==> config.mk <==
export PLATFORM = sky130hd
export DESIGN_NAME = apb_uart_regs
export DESIGN_NICKNAME = d
export VERILOG_FILES = /design/src/rtl/apb_uart_regs.sv
export SDC_FILE = /design/constraint.sdc
export NUM_CORES = 1
export LEC_CHECK = 0
export CORE_MARGIN = 2
export CORE_UTILIZATION = 38
export CTS_BUF_LIST = sky130_fd_sc_hd__clkbuf_8 sky130_fd_sc_hd__clkbuf_16
export CTS_CLUSTER_SIZE = 8
export DETAILED_ROUTE_END_ITERATION = 16
export RECOVER_POWER = 100
export SKIP_CTS_REPAIR_TIMING = 1
export SKIP_LAST_GASP = 1
export SLEW_MARGIN = 15
export SYNTH_ARGS = -nofsm -noshare
export SYNTH_HDL_FRONTEND = slang
export SYNTH_SLANG_ARGS = --single-unit
==> constraint.sdc <==
create_clock -name i_clk -period 3.1 [get_ports i_clk]
set_input_delay 0.62 -clock i_clk [delete_from_list [all_inputs] [get_ports i_clk]]
set_output_delay 0.62 -clock i_clk [all_outputs]
set_load 0.03 [all_outputs]
==> src/rtl/apb_uart_regs.sv <==
// APB completer for the UART register map: TX/RX byte FIFOs, control, baud divisor,
// sticky RX overrun flag and level interrupt. Every access takes exactly one wait state.
module apb_uart_regs #(
    parameter int          WIDTH      = 32,
    parameter int          FIFO_DEPTH = 8,
    parameter logic [15:0] DIV_RESET  = 16'd868
) (
    input  logic             i_clk,
    input  logic             i_rst,
    input  logic             i_psel,
    input  logic             i_penable,
    input  logic             i_pwrite,
    input  logic [31:0]      i_paddr,
    input  logic [WIDTH-1:0] i_pwdata,
    output logic [WIDTH-1:0] o_prdata,
    output logic             o_pready,
    output logic             o_pslverr,
    output logic [7:0]       o_tx_data,
    output logic             o_tx_valid,
    input  logic             i_tx_ready,
    input  logic [7:0]       i_rx_data,
    input  logic             i_rx_valid,
    output logic [15:0]      o_baud_div,
    output logic             o_irq
);

    localparam int PW = $clog2(FIFO_DEPTH);
    localparam int CW = PW + 1;

    localparam logic [1:0] ST_IDLE = 2'd0;
    localparam logic [1:0] ST_RESP = 2'd1;
    localparam logic [1:0] ST_HOLD = 2'd2;

    logic [1:0]       r_state;
    logic [WIDTH-1:0] r_prdata;
    logic             r_pslverr;
    logic [2:0]       r_ctrl;
    logic [15:0]      r_baud_div;
    logic             r_rx_overrun;

    logic [7:0]       r_tx_mem [FIFO_DEPTH];
    logic [7:0]       r_rx_mem [FIFO_DEPTH];
    logic [PW-1:0]    r_tx_wptr, r_tx_rptr, r_rx_wptr, r_rx_rptr;
    logic [CW-1:0]    r_tx_count, r_rx_count;

    logic             w_access, w_aligned;
    logic [2:0]       w_offset;
    logic             w_sel_tx, w_sel_rx, w_sel_status, w_sel_ctrl, w_sel_baud;
    logic             w_tx_full, w_tx_empty, w_rx_full, w_rx_empty;
    logic             w_tx_push, w_tx_pop, w_rx_push, w_rx_pop, w_ovr_clr;
    logic [23:0]      w_status;
    logic [WIDTH-1:0] w_rdata;
    logic             w_err;
    logic             w_unused;

    assign w_access     = (r_state == ST_IDLE) & i_psel & i_penable;
    assign w_aligned    = (i_paddr[1:0] == 2'b00);
    assign w_offset     = i_paddr[4:2];
    assign w_sel_tx     = w_access & w_aligned & (w_offset == 3'd0);
    assign w_sel_rx     = w_access & w_aligned & (w_offset == 3'd1);
    assign w_sel_status = w_access & w_aligned & (w_offset == 3'd2);
    assign w_sel_ctrl   = w_access & w_aligned & (w_offset == 3'd3);
    assign w_sel_baud   = w_access & w_aligned & (w_offset == 3'd4);

    assign w_tx_full  = (r_tx_count == CW'(FIFO_DEPTH));
    assign w_tx_empty = (r_tx_count == '0);
    assign w_rx_full  = (r_rx_count == CW'(FIFO_DEPTH));
    assign w_rx_empty = (r_rx_count == '0);

    // Full/empty come from start-of-cycle occupancy, so a same-edge pop never rescues a push.
    assign w_tx_push = w_sel_tx & i_pwrite & ~w_tx_full;
    assign w_tx_pop  = o_tx_valid & i_tx_ready;
    assign w_rx_push = i_rx_valid & ~w_rx_full;
    assign w_rx_pop  = w_sel_rx & ~i_pwrite & ~w_rx_empty;
    assign w_ovr_clr = w_sel_status & i_pwrite & i_pwdata[4];

    assign w_status = {8'(r_rx_count), 8'(r_tx_count), 3'b000, r_rx_overrun,
                       w_rx_empty, w_rx_full, w_tx_empty, w_tx_full};

    assign w_unused = ^{i_paddr[31:5], i_pwdata[WIDTH-1:16]};

    always_comb begin
        w_rdata = '0;
        w_err   = 1'b0;
        if (!w_aligned) begin
            w_err = 1'b1;
        end else begin
            case (w_offset)
                3'd0: w_err = i_pwrite & w_tx_full;
                3'd1: begin
                    if (!i_pwrite) begin
                        w_err   = w_rx_empty;
                        w_rdata = w_rx_empty ? '0 : WIDTH'(r_rx_mem[r_rx_rptr]);
                    end
                end
                3'd2: if (!i_pwrite) w_rdata = WIDTH'(w_status);
                3'd3: if (!i_pwrite) w_rdata = WIDTH'(r_ctrl);
                3'd4: if (!i_pwrite) w_rdata = WIDTH'(r_baud_div);
                default: w_err = 1'b1;
            endcase
        end
    end

    always_ff @(posedge i_clk or posedge i_rst) begin
        if (i_rst) begin
            r_state   <= ST_IDLE;
            r_prdata  <= '0;
            r_pslverr <= 1'b0;
        end else begin
            case (r_state)
                ST_IDLE: begin
                    if (w_access) begin
                        r_state   <= ST_RESP;
                        r_prdata  <= w_rdata;
                        r_pslverr <= w_err;
                    end
                end
                ST_RESP: begin
                    r_state   <= ST_HOLD;
                    r_prdata  <= '0;
                    r_pslverr <= 1'b0;
                end
                ST_HOLD: begin
                    if (!i_psel || !i_penable) r_state <= ST_IDLE;
                end
                default: r_state <= ST_IDLE;
            endcase
        end
    end

    always_ff @(posedge i_clk or posedge i_rst) begin
        if (i_rst) begin
            r_ctrl       <= '0;
            r_baud_div   <= DIV_RESET;
            r_rx_overrun <= 1'b0;
        end else begin
            if (w_sel_ctrl && i_pwrite) r_ctrl <= i_pwdata[2:0];
            if (w_sel_baud && i_pwrite) r_baud_div <= i_pwdata[15:0];
            // A new overrun on the same edge as a clear must survive.
            if (i_rx_valid && w_rx_full) r_rx_overrun <= 1'b1;
            else if (w_ovr_clr)          r_rx_overrun <= 1'b0;
        end
    end

    always_ff @(posedge i_clk or posedge i_rst) begin
        if (i_rst) begin
            r_tx_wptr  <= '0;
            r_tx_rptr  <= '0;
            r_tx_count <= '0;
            r_rx_wptr  <= '0;
            r_rx_rptr  <= '0;
            r_rx_count <= '0;
        end else begin
            if (w_tx_push) r_tx_wptr <= r_tx_wptr + PW'(1);
            if (w_tx_pop)  r_tx_rptr <= r_tx_rptr + PW'(1);
            r_tx_count <= r_tx_count + CW'(w_tx_push) - CW'(w_tx_pop);
            if (w_rx_push) r_rx_wptr <= r_rx_wptr + PW'(1);
            if (w_rx_pop)  r_rx_rptr <= r_rx_rptr + PW'(1);
            r_rx_count <= r_rx_count + CW'(w_rx_push) - CW'(w_rx_pop);
        end
    end

    always_ff @(posedge i_clk) begin
        if (w_tx_push) r_tx_mem[r_tx_wptr] <= i_pwdata[7:0];
        if (w_rx_push) r_rx_mem[r_rx_wptr] <= i_rx_data;
    end

    assign o_prdata   = r_prdata;
    assign o_pready   = (r_state == ST_RESP);
    assign o_pslverr  = r_pslverr;
    assign o_tx_valid = r_ctrl[0] & ~w_tx_empty;
    assign o_tx_data  = w_tx_empty ? 8'h00 : r_tx_mem[r_tx_rptr];
    assign o_baud_div = r_baud_div;
    assign o_irq      = (r_ctrl[1] & ~w_rx_empty) | (r_ctrl[2] & w_tx_empty);

endmodule

Word-level counts from Yosys, hierarchy flattened
Memory sizes are Yosys's and may differ from the RTL's.
Cells that the tools add are included.
{"block": "word_totals", "ff_bits": 75, "ram_bits": 128, "input_bits": 79, "output_inout_bits": 60, "word_cells": 98, "mem_count": 2}
{"name": "r_rx_mem", "depth": 8, "word_bits": 8, "rd": 1, "rd_ports_with_merged_regs": 0, "wr": 1, "line_no": "42", "rtl": "logic [7:0] r_rx_mem [FIFO_DEPTH];"}
{"name": "r_tx_mem", "depth": 8, "word_bits": 8, "rd": 1, "rd_ports_with_merged_regs": 0, "wr": 1, "line_no": "41", "rtl": "logic [7:0] r_tx_mem [FIFO_DEPTH];"}
{"block": "op_classes", "add_sub_neg": 8, "eq_ne": 10, "mux": 24, "bitwise_logic": 26, "reduce_logical": 16}
{"cell": "one-hot mux 20 bit (4 select lines)", "count": 1}
{"cell": "one-hot mux 32 bit (2 select lines)", "count": 1}
{"cell": "2-to-1 mux 20 bit", "count": 2}
{"cell": "2-to-1 mux 32 bit", "count": 1}
{"cell": "2-to-1 mux 8 bit", "count": 3}
{"cell": "bitwise AND 1 bit", "count": 20}
{"cell": "2-to-1 mux 16 bit", "count": 1}
{"cell": "adder 3 x 1 -> 3 bit (second input constant)", "count": 4}
{"cell": "2-to-1 mux 1 bit", "count": 9}
{"cell": "adder 4 x 1 -> 4 bit", "count": 2}
{"cell": "== test 4 bit (second input constant)", "count": 2}
{"cell": "logical NOT 4 bit", "count": 2}
{"cell": "subtractor 4 x 1 -> 4 bit", "count": 2}
{"cell": "== test 3 x 2 -> 1 bit (second input constant)", "count": 2}
{"cell": "one-hot mux 2 bit (3 select lines)", "count": 1}
{"cell": "inverter 1 bit", "count": 5}
{"cell": "logical NOT 2 bit", "count": 2}
{"cell": "2-to-1 mux 2 bit", "count": 2}
{"cell": "inequality test 2 bit (second input constant)", "count": 2}
{"cell": "AND reduction 2 bit", "count": 2}
{"cell": "nonzero test 2 bit", "count": 2}
{"cell": "== test 3 x 1 -> 1 bit (second input constant)", "count": 1}
{"cell": "== test 3 bit (second input constant)", "count": 1}
{"cell": "logical AND 1 bit", "count": 3}
{"cell": "other kinds (10)", "count": 11}

Depth between registers and ports, before layout
{"block": "depth", "word_depth": 9, "ltp_mapped": 12, "ltp_nobuf": 12}

Least setup slack after synthesis
OpenSTA, ideal clock, no wires.
{"block": "synth_timing", "path_kind": "reg-to-reg", "start": "register r_tx_count[2]", "end": "register r_tx_count[2]", "setup_time_ns": 0.123, "t_arrival_ns": 2.428, "required_time_ns": 2.977, "path_slack_ns": 0.550, "path_stages_with_launch": 13, "path_buffers": 0, "period_less_slack_ns": 2.550, "cell_sequence": "dfrtp_1 -> inv_1 -> ha_1 -> nor3b_1 -> nor2b_1 -> nand2_1 -> inv_1 -> ha_1 -> inv_1 -> ha_1 -> inv_1 -> fa_1 -> xnor2_1"}
{"block": "synth_between", "elab_chain_len": 5, "word_cells_on_any_way": 9, "cone_classes": "add/sub: 2; eq/ne: 1; bitwise: 5; reduce/logical: 1"}
{"item": "start: declaration", "line_no": "44", "rtl": "logic [CW-1:0] r_tx_count, r_rx_count;"}
{"item": "start signal: assignment", "line_no": "156", "rtl": "r_tx_count <= r_tx_count + CW'(w_tx_push) - CW'(w_tx_pop);"}
{"item": "logical NOT 4 bit", "line_no": "66", "rtl": "assign w_tx_empty = (r_tx_count == '0);"}
{"item": "inverter 1 bit", "line_no": "171", "rtl": "assign o_tx_valid = r_ctrl[0] & ~w_tx_empty;"}
{"item": "bitwise AND 1 bit", "line_no": "171"}
{"item": "net o_tx_valid", "line_no": "19", "rtl": "output logic o_tx_valid,"}
{"item": "bitwise AND 1 bit", "line_no": "72", "rtl": "assign w_tx_pop = o_tx_valid & i_tx_ready;"}
{"item": "net w_tx_pop", "line_no": "50", "rtl": "logic w_tx_push, w_tx_pop, w_rx_push, w_rx_pop, w_ovr_clr;"}
{"item": "subtractor 4 x 1 -> 4 bit", "line_no": "156"}
The timed path passes the listed nets, and every way through them passes these cells.
A chain may end at the register's enable or synchronous reset.

Worst setup path in the final report
{"block": "layout_timing", "start": "register r_tx_rptr[0]", "end": "output o_tx_data[0]"}
{"block": "layout_between", "elab_chain_len": 2}
{"item": "start: declaration", "line_no": "43", "rtl": "logic [PW-1:0] r_tx_wptr, r_tx_rptr, r_rx_wptr, r_rx_rptr;"}
{"item": "start signal: assignment", "line_no": "155", "rtl": "if (w_tx_pop) r_tx_rptr <= r_tx_rptr + PW'(1);"}
{"item": "memory (8 x 8 bit)"}
{"item": "2-to-1 mux 8 bit", "line_no": "172", "rtl": "assign o_tx_data = w_tx_empty ? 8'h00 : r_tx_mem[r_tx_rptr];"}
{"item": "end: declaration", "line_no": "18", "rtl": "output logic [7:0] o_tx_data,"}
No other way between the ends.

==> metrics.txt <==
Area Overhead vs Synth 21.45%; TritonCTS clock tree built; Min-Delay Path Class reg -> reg; status finished, final reports clean; RSZ-0062 raised after global routing false; GRT Residual Overflow 0; delay of the slowest critical-path stage 0.59 ns; Worst-Skew Late Latency 0.43 ns; num rows 53; register area share after synthesis 67.08%; pre-CTS setup slack 0.06923 ns; met3 usage 3.415%; core area 20960 µm²; fin nets 714; CP Launch Point r_tx_rptr[0]; crit path launch type flop; CTS Sinks 191; antenna viol nets, final 0; GR peak layer met2; hold_sp o_prdata[4]; # setup viols final 0; Via density 5.001; die area 22470 µm²; clk_skew 0.01138 ns; drt drc 0; vias post-DR 4526; fillers 1866; TritonRoute pass-1 iters 4; CP arrival 2.32 ns; internal power 4.810 mW; largest net degree at the start of global routing 25; Gate power share 21.5%; DP HPWL 11.75 mm; Synth Flop Type edfxtp_1; max-slew violations 0; dpl cell area 9407 µm²; leading cell type in the layout, fill and taps excluded edfxtp_1; Worst path slowest cell clkdlybuf4s50_1; Die Y 149.9 µm; Port Buf Inserts 83; Clock power frac 31.3%; first-pass GRT wire length 26.17 mm; Initial Utilization 38.60%; Ys Warns 0; max cap viols 0; Unique masters post-synth 55; final worst-path cycle share 94.76%; Max clock buf depth 2; fin crit period 2.938 ns; FF+latch count, synth 191; peak supply drop 0.4090 mV; vias in the first global route 4633; Ant. Diodes 0; net switching fraction of the power 28.25%; met2 Usage GRT 26.35%; Worst Max-Slew Pin Slew 1.336 ns; LEAKAGE 3.774 nW; Seq. cell area 5428 µm²; Finished Core Util 46.88%; critical path, cell by cell buf_12 > mux4_2 > mux2i_1 > nor2_1 > clkdlybuf4s50_1; Num CTS Buffers 17; post-DR wirelength/cell 18.13 µm; Avg Cell Area, Syn 16.24 µm²; post-layout instance area 9824 µm²; Max Fclk 0.3404 GHz; max_slew headroom 10.94%; final hold vios 0; most frequent cells in the layout edfxtp_1, dlygate4sd3_1, dfrtp_1, nand2_1; drt initial violations 257; crit-path max FO 18; initial antenna violation count 0; layout cell share with drive strength beyond 1 13.65%; footprint of the multi-input gates 2394 µm²; number of flops mapped to enable cells by yosys 128; Power Dens Cells 682.3 nW/µm²; required time of the critical path 2.48 ns; met1 usage 19.97%; Root Driver clkbuf_16; Final Wtd Congestion 0.8436; Psw 1.894 mW; Cell Area, Synth 8089 µm²; htree depth 4; FF-to-FF Start r_tx_count[2]; Final WS setup 0.1625 ns; # IOs 139; Post-Synthesis Cells 498; clock transition at the registers of the reported paths 0.07 ns; Post-synth ARST share 32.98%; Setup crit end kind output pin; DRT Wirelength 16.41 mm; die span in x 149.9 µm; WS Path Type reg -> out; Seq pwr share 47.3%; Total GRT Usage 15.62%
## worst max-delay path: cells and delay by family (launching register included)
family / cells / cell delay, ns
buffers and inverters: 2 / 0.79
DFF: 1 / 0.37
muxes: 2 / 0.66
and+or+nand+nor: 1 / 0.06
## kinds of logic after synthesis
group | Yosys count | synth area share, %
fa+ha+maj | 18 | 2.970
xor+xnor | 10 | 1.083
mux | 72 | 13.91
compound gates | 54 | 4.811
flops | 191 | 67.08
buf+inv | 49 | 3.310
simple gates | 103 | 6.790
other cells | 1 | 0.04636
## area by class of cell
cell class,instances,share of cell area [%]
inverter,21,0.8023
sequential,191,55.25
timing repair buffer,117,10.30
clock buffer,19,4.610
clock inverter,13,1.172
multi-input combinational,269,24.36
tap,275,3.502
## routing by layer
metal | part of all wire, % | vias to the layer above
met5 | 0 | -
li1 | - | 2101
met2 | 52 | 80
met4 | 1.4 | 0
met1 | 44 | 2333
met3 | 2.7 | 12
## stage by stage
step / std cells / setup TNS, ns / hold WS [ns] / total power [mW]
2_1_floorplan: 509 / 0 / 0.4565 / 4.176
3_3_place_gp: 873 / 0 / 0.4734 / 4.685
3_5_place_dp: 873 / 0 / 0.4828 / 4.742
4_1_cts: 905 / -0.6532 / 0.4856 / 6.830
5_1_grt: 905 / 0 / 0.5204 / 7.029
6_report: 905 / 0 / 0.4842 / 6.704
## path summary, 6_finish.rpt
path	end	slack, ns	depth (start not counted)
worst min-delay path	o_prdata[4]	0.48	2
max in group asynchronous	r_ctrl[2]	0.71	3
worst max register to register	r_tx_count[2]	0.52	13
min in group asynchronous	r_rx_count[3]	0.73	2
worst min register to register	o_prdata[4]	0.48	2
worst max-delay path	o_tx_data[0]	0.16	5
## power by group through the flow
stage | logic, mW | clock network, mW | registers, mW
floorplan | 1.00 | 0 | 3.17
global placement | 1.48 | 0 | 3.21
detailed placement | 1.52 | 0 | 3.22
CTS | 1.53 | 2.13 | 3.17
global route | 1.58 | 2.25 | 3.20
finish | 1.44 | 2.09 | 3.17
## state kept, by name, indices dropped and copies added, names as in the netlist
name,cells
r_rx_mem,64
r_tx_mem,64
o_prdata,20
o_baud_div,16
r_rx_count,4
r_tx_count,4
r_ctrl,3
r_rx_rptr,3
r_rx_wptr,3
r_tx_rptr,3
r_tx_wptr,3
r_state,2
o_pslverr,1
r_rx_overrun,1
## Yosys cell counts, types with 7 or more instances
cell type / n / area [µm²]
mux2_4: 10 / 150.1
nand2_1: 30 / 112.6
a22o_1: 15 / 131.4
mux2_2: 10 / 112.6
buf_4: 15 / 112.6
mux2i_1: 13 / 130.1
edfxtp_1: 128 / 3844
inv_1: 19 / 71.32
mux2_1: 13 / 146.4
dfrtp_1: 58 / 1451
nand2b_1: 10 / 62.56
mux4_2: 26 / 585.6
nor2_1: 26 / 97.59
o21ai_0: 9 / 45.04
xnor2_1: 7 / 61.31
ha_1: 16 / 200.2
Power figures use the tool's default switching activity.
